<file path="src/rtl/led_pkg.sv">
// -----------------------------------------------------------------------------
// led_pkg
//   Shared constants and types for the LED / seven-segment display blocks.
//
//   BCD_DIGITS     : number of decimal digits shown on the display (4).
//   BCD_MAX        : largest value the display can show exactly (9999).
//   state_t        : converter FSM state (IDLE, SHIFT, DONE).
//   bcd_digits_for : number of BCD digits needed to hold any unsigned value
//                    of a given bit width, never fewer than BCD_DIGITS.
// -----------------------------------------------------------------------------
package led_pkg;

  localparam int BCD_DIGITS = 4;
  localparam int BCD_MAX    = 9999;

  typedef enum logic [1:0] {
    IDLE  = 2'd0,
    SHIFT = 2'd1,
    DONE  = 2'd2
  } state_t;

  // ceil(width * log10(2)) in integer arithmetic; log10(2) ~= 0.30103.
  function automatic int bcd_digits_for(input int width);
    int n;
    n = (width * 30103 + 99999) / 100000;
    return (n < BCD_DIGITS) ? BCD_DIGITS : n;
  endfunction

endpackage

</file>
<file path="src/rtl/bcd_digit_adjust.sv">
// -----------------------------------------------------------------------------
// bcd_digit_adjust
//   Double-dabble correction for one BCD digit: a digit of 5 or more gets 3
//   added so that the following left shift carries correctly into the next
//   decimal digit. Purely combinational.
//
//   digit_in  [3:0] : BCD digit before correction
//   digit_out [3:0] : corrected digit
// -----------------------------------------------------------------------------
module bcd_digit_adjust (
  input  logic [3:0] digit_in,
  output logic [3:0] digit_out
);

  always_comb begin
    digit_out = digit_in;
    if (digit_in >= 4'd5) begin
      digit_out = digit_in + 4'd3;
    end
  end

endmodule

</file>
<file path="src/rtl/bin2bcd_converter.sv">
// -----------------------------------------------------------------------------
// bin2bcd_converter
//   Sequential double-dabble converter from an unsigned binary value to four
//   BCD digits for the seven-segment display. One iteration per clock.
//
//   Ports
//     clk        : system clock, rising edge
//     rst_n      : synchronous active-low reset
//     start      : conversion request, accepted in IDLE or DONE
//     bin_in     : value to convert, captured on the accepting edge only
//     busy       : high while the shift iterations run
//     valid      : high while bcd_data_* hold a completed result
//     overflow   : with valid, the captured value was larger than 9999
//     bcd_data_0 : thousands digit
//     bcd_data_1 : hundreds digit
//     bcd_data_2 : tens digit
//     bcd_data_3 : ones digit
//     state_dbg  : current FSM state (state_t encoding), for observation
//
//   Handshake: start is a level request sampled on each rising edge. It is
//   accepted only in IDLE/DONE when no load is pending; requests during a
//   conversion are dropped, not queued. valid stays high until the next
//   accepted start or a reset, so holding start high gives one conversion
//   per completion.
//
//   Timing (edge 0 = accepting edge): edge 0 captures bin_in and clears
//   valid/overflow; edge 1 enters SHIFT and raises busy; edges 2..DATA_WIDTH+1
//   perform the DATA_WIDTH iterations, the last one writing the result
//   straight to the outputs and entering DONE. busy is therefore high for
//   exactly DATA_WIDTH cycles and valid rises DATA_WIDTH+1 cycles after
//   acceptance. All outputs are registered.
// -----------------------------------------------------------------------------
module bin2bcd_converter
  import led_pkg::*;
#(
  parameter int DATA_WIDTH = 16
) (
  input  logic                  clk,
  input  logic                  rst_n,
  input  logic                  start,
  input  logic [DATA_WIDTH-1:0] bin_in,
  output logic                  busy,
  output logic                  valid,
  output logic                  overflow,
  output logic [3:0]            bcd_data_0,
  output logic [3:0]            bcd_data_1,
  output logic [3:0]            bcd_data_2,
  output logic [3:0]            bcd_data_3,
  output logic [1:0]            state_dbg
);

  // Internal digit count is wide enough for any DATA_WIDTH-bit value, so
  // intermediate values never lose a carry even when the result overflows.
  localparam int NDIG  = bcd_digits_for(DATA_WIDTH);
  localparam int BCD_W = NDIG * 4;
  localparam int SR_W  = BCD_W + DATA_WIDTH;
  localparam int CNT_W = $clog2(DATA_WIDTH + 1);
  localparam int CMP_W = (DATA_WIDTH > 14) ? DATA_WIDTH : 14;

  state_t            state;
  logic              load_pending;
  logic              ovf_latched;
  logic [CNT_W-1:0]  iter_cnt;
  logic [SR_W-1:0]   shift_q;
  logic [SR_W-1:0]   shift_adj;
  logic [SR_W-1:0]   shift_nxt;
  logic [CMP_W-1:0]  bin_cmp;
  logic              last_iter;

  assign state_dbg = state;

  // Shift register layout: {bcd digit NDIG-1 .. digit 0, binary}.
  for (genvar d = 0; d < NDIG; d++) begin : g_adj
    bcd_digit_adjust u_adj (
      .digit_in  (shift_q  [DATA_WIDTH + 4*d +: 4]),
      .digit_out (shift_adj[DATA_WIDTH + 4*d +: 4])
    );
  end

  assign shift_adj[DATA_WIDTH-1:0] = shift_q[DATA_WIDTH-1:0];
  assign shift_nxt                 = shift_adj << 1;

  assign bin_cmp   = CMP_W'(bin_in);
  assign last_iter = (iter_cnt == CNT_W'(DATA_WIDTH - 1));

  always_ff @(posedge clk) begin
    if (!rst_n) begin
      state        <= IDLE;
      load_pending <= 1'b0;
      ovf_latched  <= 1'b0;
      iter_cnt     <= '0;
      shift_q      <= '0;
      busy         <= 1'b0;
      valid        <= 1'b0;
      overflow     <= 1'b0;
      bcd_data_0   <= 4'd0;
      bcd_data_1   <= 4'd0;
      bcd_data_2   <= 4'd0;
      bcd_data_3   <= 4'd0;
    end else begin
      case (state)
        IDLE, DONE: begin
          if (load_pending) begin
            // Value was captured on the previous edge; start iterating.
            load_pending <= 1'b0;
            iter_cnt     <= '0;
            busy         <= 1'b1;
            state        <= SHIFT;
          end else if (start) begin
            shift_q      <= {{BCD_W{1'b0}}, bin_in};
            ovf_latched  <= (bin_cmp > CMP_W'(BCD_MAX));
            valid        <= 1'b0;
            overflow     <= 1'b0;
            load_pending <= 1'b1;
          end
        end

        SHIFT: begin
          shift_q <= shift_nxt;
          if (last_iter) begin
            state    <= DONE;
            busy     <= 1'b0;
            valid    <= 1'b1;
            overflow <= ovf_latched;
            // Outputs take the final iteration directly, so they never
            // show an intermediate value.
            if (ovf_latched) begin
              bcd_data_0 <= 4'd9;
              bcd_data_1 <= 4'd9;
              bcd_data_2 <= 4'd9;
              bcd_data_3 <= 4'd9;
            end else begin
              bcd_data_0 <= shift_nxt[DATA_WIDTH + 12 +: 4];
              bcd_data_1 <= shift_nxt[DATA_WIDTH + 8  +: 4];
              bcd_data_2 <= shift_nxt[DATA_WIDTH + 4  +: 4];
              bcd_data_3 <= shift_nxt[DATA_WIDTH      +: 4];
            end
          end else begin
            iter_cnt <= iter_cnt + 1'b1;
          end
        end

        default: begin
          state        <= IDLE;
          load_pending <= 1'b0;
          busy         <= 1'b0;
        end
      endcase
    end
  end

endmodule

</file>
<file path="config.mk">
export PLATFORM = sky130hd
export DESIGN_NAME = bin2bcd_converter
export DESIGN_NICKNAME = d
export VERILOG_FILES = /design/src/rtl/led_pkg.sv /design/src/rtl/bcd_digit_adjust.sv /design/src/rtl/bin2bcd_converter.sv
export SDC_FILE = /design/constraint.sdc
export NUM_CORES = 1
export LEC_CHECK = 0
export BUFFER_PORTS_ARGS = -buffer_cell sky130_fd_sc_hd__buf_4
export CAP_MARGIN = 10
export CORE_ASPECT_RATIO = 0.8
export CORE_MARGIN = 2
export CORE_UTILIZATION = 45
export CTS_BUF_LIST = sky130_fd_sc_hd__clkbuf_8
export DETAILED_ROUTE_END_ITERATION = 12
export PLACE_DENSITY = 0.74
export SYNTH_ARGS = -nofsm -noshare
export SYNTH_HDL_FRONTEND = slang
export SYNTH_HIERARCHICAL = 1
export SYNTH_SLANG_ARGS = --single-unit
</file>
<file path="constraint.sdc">
create_clock -name clk -period 5.9 [get_ports clk]
set_input_delay 1.475 -clock clk [delete_from_list [all_inputs] [get_ports clk]]
set_output_delay 1.475 -clock clk [all_outputs]
set_load 0.02 [all_outputs]
</file>
=== Yosys cells after proc, flatten, opt, wreduce, memory -nomap -nowiden ===
Cells that the tools add are included.

* Memories: 0
* Latch bits: 0
* Bits in read-only memories: 0
* Bits in writable memories: 0
* Input port bits: 19
* Register bits: 64

* Reductions and logical operators: 9
* Shifts and indexed selects: 0
* Div/mod/pow operators: 0
* Multiplexer cells: 30
* Magnitude comparators: 6
* Bitwise logic cells: 1
* Equal/unequal tests: 8
* Add/sub/neg operators: 6
* Multipliers: 0

{| class="wikitable"
|+ Operators with widths
! cell !! number
|-
| two-way mux 36 bit || 2
|-
| one-hot mux 36 bit (2 select lines) || 1
|-
| two-way mux 4 bit || 8
|-
| >= comparator 4 x 3 -> 1 bit (second input constant) || 5
|-
| adder 4 x 2 -> 4 bit (second input constant) || 4
|-
| greater-than comparator 16 x 14 -> 1 bit (second input constant) || 1
|-
| two-way mux 5 bit || 2
|-
| inequality test 2 bit (second input constant) || 5
|-
| one-hot mux 5 bit (2 select lines) || 1
|-
| AND reduction 3 bit || 3
|-
| two-way mux 1 bit || 8
|-
| one-hot mux 1 bit (2 select lines) || 4
|-
| adder 5 x 1 -> 5 bit (second input constant) || 1
|-
| equality test 5 x 4 -> 1 bit (second input constant) || 1
|-
| two-way mux 2 bit || 2
|-
| one-hot mux 2 bit (2 select lines) || 1
|-
| AND reduction 2 bit || 2
|-
| AND reduction 4 bit || 1
|-
| adder 3 x 2 -> 3 bit (second input constant) || 1
|-
| two-way mux 3 bit || 1
|-
| equality test 2 x 1 -> 1 bit (second input constant) || 1
|-
| equality test 2 bit (second input constant) || 1
|-
| zero test 2 bit || 1
|-
| nonzero test 2 bit || 1
|-
| 2 further kinds || 2
|}

=== Longest topological paths before layout ===
Gate-level depths: netlist (run 1).

* Depth in word-level cells: 4
* Mapped depth: 8
* Mapped depth without buffers: 7

=== Cells and area by module ===
The synthesis (run 1) kept the hierarchy.

{| class="wikitable"
|+ Modules (own cells, without submodules)
! module !! instances !! area an instance (um^2) !! cells each
|-
| bin2bcd_converter || 1 || 2447.3 || 296
|-
| bcd_digit_adjust || 4 || 101.3 || 16
|}

=== Least setup slack after synthesis (run 1) ===
Ideal clock, no wire load.

* Kind: input -> register
* Start: input start
* End: register shift_q[10]
* Setup slack: 3.309 ns
* Required time: 5.767 ns
* Library setup time: 0.133 ns
* Arrival: 2.458 ns
* Cell stages on the path: 5
* Cell sequence: or3b_2 > buf_2 > nand2_1 > buf_4 > a311oi_1

* Cells in the longest elaborated chain, start to end: 2

{| class="wikitable"
|+ RTL lines
! what !! line !! RTL
|-
| from (decl) || bin2bcd_converter.sv:40 || <nowiki>input logic start,</nowiki>
|-
| inequality test 2 bit (no source line) || -- ||
|-
| AND reduction 3 bit (no source line) || -- ||
|-
| to (signal assigned) || bin2bcd_converter.sv:110 || <nowiki>shift_q <= {{BCD_W{1'b0}}, bin_in};</nowiki>
|-
| to (signal assigned) || bin2bcd_converter.sv:119 || <nowiki>shift_q <= shift_nxt;</nowiki>
|-
| to (decl) || bin2bcd_converter.sv:64 || <nowiki>logic [SR_W-1:0] shift_q;</nowiki>
|}

No other way between the ends.
A chain may end at the register's enable or synchronous reset.

=== Worst setup path after layout (run 1) ===
* Start: input start
* End: register overflow

* Cells in the longest elaborated chain, start to end: 2

{| class="wikitable"
|+ RTL lines
! what !! line !! RTL
|-
| inequality test 2 bit (no source line) || -- ||
|-
| AND reduction 4 bit (no source line) || -- ||
|-
| to (signal assigned) || bin2bcd_converter.sv:124 || <nowiki>overflow <= ovf_latched;</nowiki>
|-
| to (decl) || bin2bcd_converter.sv:44 || <nowiki>output logic overflow,</nowiki>
|}

No other way between the ends.

==> metrics.md, run 1 <==
| Metric | Value |
|---|---|
| Status | `complete, no violations` |
| Hold Vio Cnt, Final | `0` |
| Synthesized instance count | `about 360` |
| Syn nets | `between 300 and 400` |
| Footprint of the multi-input gates | `roughly 0.0015 sq mm` |
| TritonCTS buffer count | `9` |
| Startpoint types | `input port` |
| Wire per inst | `12.9 microns` |
| Setup TNS | `0 ns` |
| Layout cells sized above 1 | `0.163` |
| Post-CTS Setup Inserts | `0` |
| Final Slew Violations | `0` |
| GRT Resource Usage Total | `0.192` |
| Via/cell ratio | `roughly 5.4` |
| I/O pins | `40` |
| Yosys warnings | `6` |
| Hold WS | `around 0.45 ns` |
| PwrDens | `268 mW/mm^2` |
| Clk Latency, worst-skew pair | `0.34 ns` |
| Row cnt | `25` |
| Max Root-Sink Buffers | `2` |
| Clk sinks | `60` |
| Hold path endpoint | `bcd_data_1[1]` |
| IO Port Bufs | `39` |
| DR iter-0 viols | `134` |
| Die area | `0.00695 sq mm` |
| Router iterations before antenna repair | `4` |
| Grt peak-use layer | `met2` |
| Met3 global-route usage | `0.0681` |
| CTS HTree Levels | `3` |
| Nets | `a little over 400` |
| Core box area | `0.00601 sq mm` |
| Critical Path RT | `6.08 ns` |
| Detailed Route WL | `6030 microns` |
| Drt drc | `0` |
| FF/Latch Area | `about 0.0012 sq mm` |
| Netlist Area Pre-Place | `around 0.0028 sq mm` |
| GRT overflow | `0` |
| Post-Syn Area per Cell | `about 8 sq um` |
| CP max FO | `18` |
| Vias in the first global route | `2398` |
| Leak | `1.28 nW` |
| Worst slew margin | `0.241` |
| R2r setup slk | `3.34 ns` |
| Peak supply drop | `approximately 0.19 mV` |
| Worst min path class | `flop to flop` |
| Tcrit/Tclk final | `0.459` |
| Critical Path Sink Type | `flop` |
| Critical path origin | `start` |
| Initial antenna violation count | `0` |
| Hold_buf cts | `0` |
| Final Critical Period | `~2.7 ns` |
| Die X | `92.7 microns` |
| CTS tree | `yes` |
| Detail Route Antenna Nets | `0` |
| # Max-Cap Violations | `0` |
| Setup CP Type | `input port to flop` |
| CTS resizes | `0` |
| First-pass GRT wire length | `~11000 microns` |
| Reg2reg path depth | `3` |
| Area grow syn2layout | `17.0%` |
| Initial core utilization | `0.472` |
| Met1 usage | `0.225` |
| WHS Path Cells | `2` |
| Clock slew at reported path FFs | `~0.060 ns` |
| RSZ-0062 raised after global routing | `false` |
| HP Start | `bcd_data_1[1]` |
| Fill cell count | `570` |
| ANT cells | `0` |
| DR vias | `around 2500` |
| CTS root buf | `clkbuf_8` |
| Setup violations, final | `0` |
| DP HPWL | `about 4000 microns` |
| Worst r2r src | `state_dbg[1]` |
| Worst-Margin Slew | `1.14 ns` |
| Clock Skew | `just over 0.009 ns` |
| Largest net degree at the start of global routing | `50` |
| GPL Wtd Cong | `between 0.8 and 0.9` |
| R2r endpoint | `overflow` |
| Chip Height | `~75 microns` |
| Critical Path AT | `~2.9 ns` |
| Fmax | `369 MHz` |
| Met2 usage | `0.331` |
## layer usage
layer	wire length (microns)	part of all wire	vias up
met1	2950	0.49	1174
li1	-	-	1294
met3	239	0.040	11
met4	93	0.015	0
met2	2740	0.45	34
met5	0	0	-
## placed cells by master, fill, tap and decap left out, types with 9 or more instances in the layout
cell / count
nor2_1: 18
nor3_1: 32
a21oi_1: 33
nand2_1: 73
inv_1: 12
dfxtp_1: 60
a311oi_1: 16
buf_4: 41
clkbuf_8: 11
ha_1: 10
nand3_1: 19
nand3b_1: 10
nand2b_1: 9
## power by group
part,internal (mW),switching [mW],total (mW),leakage (nW)
sequential,0.423,0.0159,0.439,0.488
combinational,0.0356,0.0543,0.0900,0.693
clock,0.211,0.149,0.360,0.102
total,0.670,0.219,0.889,1.28
## how the worst max path moves through the flow
stage,cells past startpoint,to,slack [ns]
final,4,overflow,3.19
after global routing,3,shift_q[14],3.04
after CTS,4,overflow,3.22
after detailed placement,4,shift_q[11],2.86
after global placement,4,shift_q[11],2.90
after floorplan,5,shift_q[10],3.31
## registers in the layout, summed over array words and instances, names as in the netlist
name and count:
bcd_data_3 4, overflow 1, iter_cnt 5, bcd_data_1 4, state_dbg 2, ovf_latched 1, bcd_data_2 4, bcd_data_0 4
shift_q 32, load_pending 1, valid 1, busy 1
## worst max-delay path, stage by stage
cell and delay (ns):
buf_4 0.08, or3b_2 0.63, nand2_1 0.51, a311oi_1 0.19
## through the flow
| step | util | setup slack [ns] | total power, mW | cell area (sq um) | cells |
|---|---|---|---|---|---|
| 6_report | 0.552 | 3.19 | 0.889 | 3310 | 467 |
| 5_1_grt | 0.552 | 3.04 | 0.923 | 3310 | 467 |
| 4_1_cts | 0.552 | 3.22 | 0.895 | 3310 | 467 |
| 3_5_place_dp | 0.520 | 2.86 | 0.538 | 3120 | 453 |
| 3_3_place_gp | 0.520 | 2.90 | 0.535 | 3120 | 453 |
| 2_1_floorplan | - | 3.31 | 0.513 | 2830 | 356 |
## cell type report
class	instances	share of cell area
Inverter	11	0.0125
Sequential cell	60	0.363
Multi-Input combinational cell	260	0.444
Clock buffer	11	0.0457
Timing Repair Buffer	41	0.0929
Clock inverter	3	0.0117
Tap cell	81	0.0306
Note: power is estimated with default switching activity, not from simulation.
==> run 2: changes to the inputs <==
==> constraint.sdc (replaced) <==
create_clock -name clk -period 2.6 [get_ports clk]
set_input_delay 0.65 -clock clk [delete_from_list [all_inputs] [get_ports clk]]
set_output_delay 0.65 -clock clk [all_outputs]
set_load 0.02 [all_outputs]
==> run 2 against run 1 <==
Utilization up 1.1 points. Clock-buffer cell count down 1. Critical endpoint is now bcd_data_0[3]. Clock power rose to 2.6 times the previous value. Total power up 140%. Non-clock buffer count up 4. Global-route usage up 0.86 points. Largest power group unchanged.
==> metrics.md, run 2 (synthesis results as in run 1) <==
| Metric | Value |
|---|---|
| Switching power | `0.534 mW (was 0.219 mW)` |
| Die area | `0.00695 sq mm (unchanged)` |
| Fill cell count | `587 (was 570)` |
| Row cnt | `25 (unchanged)` |
| Core box area | `0.00601 sq mm (unchanged)` |
| GRT Resource Usage Total | `0.200 (was 0.192)` |
| Clock Skew | `0.00845 ns (was 0.00920 ns)` |
| DP HPWL | `4200 microns (was 3980 microns)` |
| FF/Latch Area | `0.00120 sq mm (unchanged)` |
| Switch share | `0.250 (was 0.246)` |
| CTS HTree Levels | `3 (unchanged)` |
| DR vias | `2556 (was 2513)` |
| CTS resizes | `0 (unchanged)` |
| Combinational Power Share | `0.101 (about the same)` |
| Leak | `1.32 nW (was 1.28 nW)` |
| R2r setup slk | `0.51 ns (was 3.34 ns)` |
| PwrDens | `632 mW/mm^2 (was 268 mW/mm^2)` |
| Worst-Margin Slew | `0.708 ns (was 1.14 ns)` |
| Setup TNS | `0 ns (unchanged)` |
| Startpoint types | `flop (was input port)` |
| Flop pwr share | `0.466 (was 0.494)` |
| Clock network fraction of design power | `0.433 (was 0.405)` |
| Fmax | `roughly 480 MHz` |
| Footprint of the multi-input gates | `0.00147 sq mm (unchanged)` |
| Commonest non-fill, non-tap cells in the layout | `73 x nand2_1, 60 x dfxtp_1, 44 x buf_4 (was 73 x nand2_1, 60 x dfxtp_1, 41 x buf_4)` |
| IO Port Bufs | `39 (unchanged)` |
| Chip Height | `75.0 microns (unchanged)` |
| Detail Route Antenna Nets | `0 (unchanged)` |
| Final Slew Violations | `0 (unchanged)` |
| Peak supply drop | `0.413 mV (was 0.190 mV)` |
| Worst slew margin | `0.527 (was 0.241)` |
| Max Root-Sink Buffers | `2 (unchanged)` |
| CP max stage cell | `nand3b_1 (was or3b_2)` |
| TritonCTS buffer count | `9 (unchanged)` |
| Clock slew at reported path FFs | `0.07 ns (was 0.06 ns)` |
| Final Critical Period | `between 2 and 2.5 ns` |
| Finished Layout Cells | `473 (was 467)` |
| CP max FO | `17 (was 18)` |
| Most common cell after layout, fill and taps aside | `nand2_1 (unchanged)` |
| ANT cells | `0 (unchanged)` |
| Vias in the first global route | `2361 (was 2398)` |
| Max reg flops | `32 (unchanged)` |
| Setup CP Type | `flop to flop (was input port to flop)` |
| GRT overflow | `0 (unchanged)` |
| Hold Vio Cnt, Final | `0 (unchanged)` |
| Router iterations before antenna repair | `4 (unchanged)` |
| Top reg by flops | `shift_q (unchanged)` |
| Detailed Route WL | `6420 microns (was 6030 microns)` |
| P_int | `1.60 mW (was 0.670 mW)` |
| Via/cell ratio | `5.40 (was 5.38)` |
| CTS tree | `yes (unchanged)` |
| Initial core utilization | `0.472 (unchanged)` |
| Status | `complete, no violations (unchanged)` |
| Tcrit/Tclk final | `0.804` |
| DR iter-0 viols | `112 (was 134)` |
| Worst path max stage delay | `0.52 ns (was 0.63 ns)` |
| Drt drc | `0 (unchanged)` |
| Initial antenna violation count | `0 (unchanged)` |
| Critical Path AT | `2.32 ns (was 2.89 ns)` |
| Clk Latency, worst-skew pair | `0.34 ns (about the same)` |
| First-pass GRT wire length | `10800 microns (was 10500 microns)` |
| GPL Wtd Cong | `0.813 (was 0.817)` |
| Hold WS | `0.450 ns (was 0.452 ns)` |
| Wire per inst | `13.6 microns (was 12.9 microns)` |
| Area grow syn2layout | `19.4% (was 17.0%)` |
| Critical Path RT | `2.82 ns (was 6.08 ns)` |
| Setup violations, final | `0 (unchanged)` |
| Layout cells sized above 1 | `0.176 (was 0.163)` |
| Critical Path Sink Type | `flop (unchanged)` |
| CTS root buf | `clkbuf_8 (unchanged)` |
| Placed insts | `457 (was 453)` |
| Die X | `92.7 microns (unchanged)` |
| # Max-Cap Violations | `0 (unchanged)` |
| Cells along the critical path | `ha_1 > and3_1 > ha_1 > nand3b_1 > nor3_1 > nor3_1 (was buf_4 > or3b_2 > nand2_1 > a311oi_1)` |
| Registers with the most flip-flops | `shift_q x32, iter_cnt x5 (unchanged)` |
| Hold_buf cts | `0 (unchanged)` |
| Nets | `416 (was 412)` |
| Worst min path class | `flop to flop (unchanged)` |
| Largest net degree at the start of global routing | `49 (was 50)` |
| Post-CTS Setup Inserts | `0 (unchanged)` |
| Clk sinks | `60 (unchanged)` |
| I/O pins | `40 (unchanged)` |
| RSZ-0062 raised after global routing | `false (unchanged)` |
run 2: cell types whose count changed in the layout (fill, tap and decap cells not counted):
| cell | before | now |
|---|---|---|
| bufinv_16 | 1 | 2 |
| buf_4 | 41 | 44 |
| buf_12 | 0 | 1 |
| clkbuf_8 | 11 | 10 |
| clkinv_2 | 1 | 3 |
run 2: area by class of cell:
type | count | area share
inverter | 11 | 0.0122
tap | 81 | 0.0300
multi-input combinational | 260 | 0.435
clock inverter | 6 | 0.0233
timing repair buffer | 45 | 0.104
sequential | 60 | 0.355
clock buffer | 10 | 0.0407
run 2: through the flow:
stage / total power [mW] / area (sq um) / setup WS, ns / util
final: 2.14 / 3380 / 0.508 / 0.563
after global routing: 2.23 / 3380 / 0.336 / 0.563
after CTS: 2.16 / 3380 / 0.524 / 0.563
after detailed placement: 1.23 / 3170 / 0.530 / 0.527
after global placement: 1.22 / 3170 / 0.617 / 0.527
after floorplan: 1.16 / 2830 / 0.683 / -
run 2: worst paths after layout:
| kind | end | from | depth (start not counted) |
|---|---|---|---|
| worst max-delay path | bcd_data_0[3] | iter_cnt[0] | 6 |
| worst min-delay path | bcd_data_1[1] | bcd_data_1[1] | 2 |
| worst max register to register | bcd_data_0[3] | iter_cnt[0] | 6 |
| worst min register to register | bcd_data_1[1] | bcd_data_1[1] | 2 |
run 2: worst max-delay path: cells and delay by family, from the launching register on:
kind / cells / cell delay [ns]
flip-flops: 1 / 0.37
adder cells (fa/ha/maj): 2 / 0.42
AND/OR/NAND/NOR: 4 / 1.19
run 2: power groups by stage:
stage / Clock (mW) / Sequential (mW) / Combinational, mW
after floorplan: 0 / 1.00 / 0.161
after global placement: 0 / 1.01 / 0.210
after detailed placement: 0 / 1.02 / 0.217
after CTS: 0.946 / 0.997 / 0.216
after global routing: 0.984 / 1.00 / 0.240
final: 0.927 / 0.997 / 0.215
run 2: layer usage:
layer  track usage  vias to the layer above  routed length (microns)
met5             0                        -                        0
met4        0.0833                        0                      111
met3        0.0761                       13                      335
met2         0.326                       58                     2970
met1         0.243                     1183                     3010
li1              -                     1302                        -
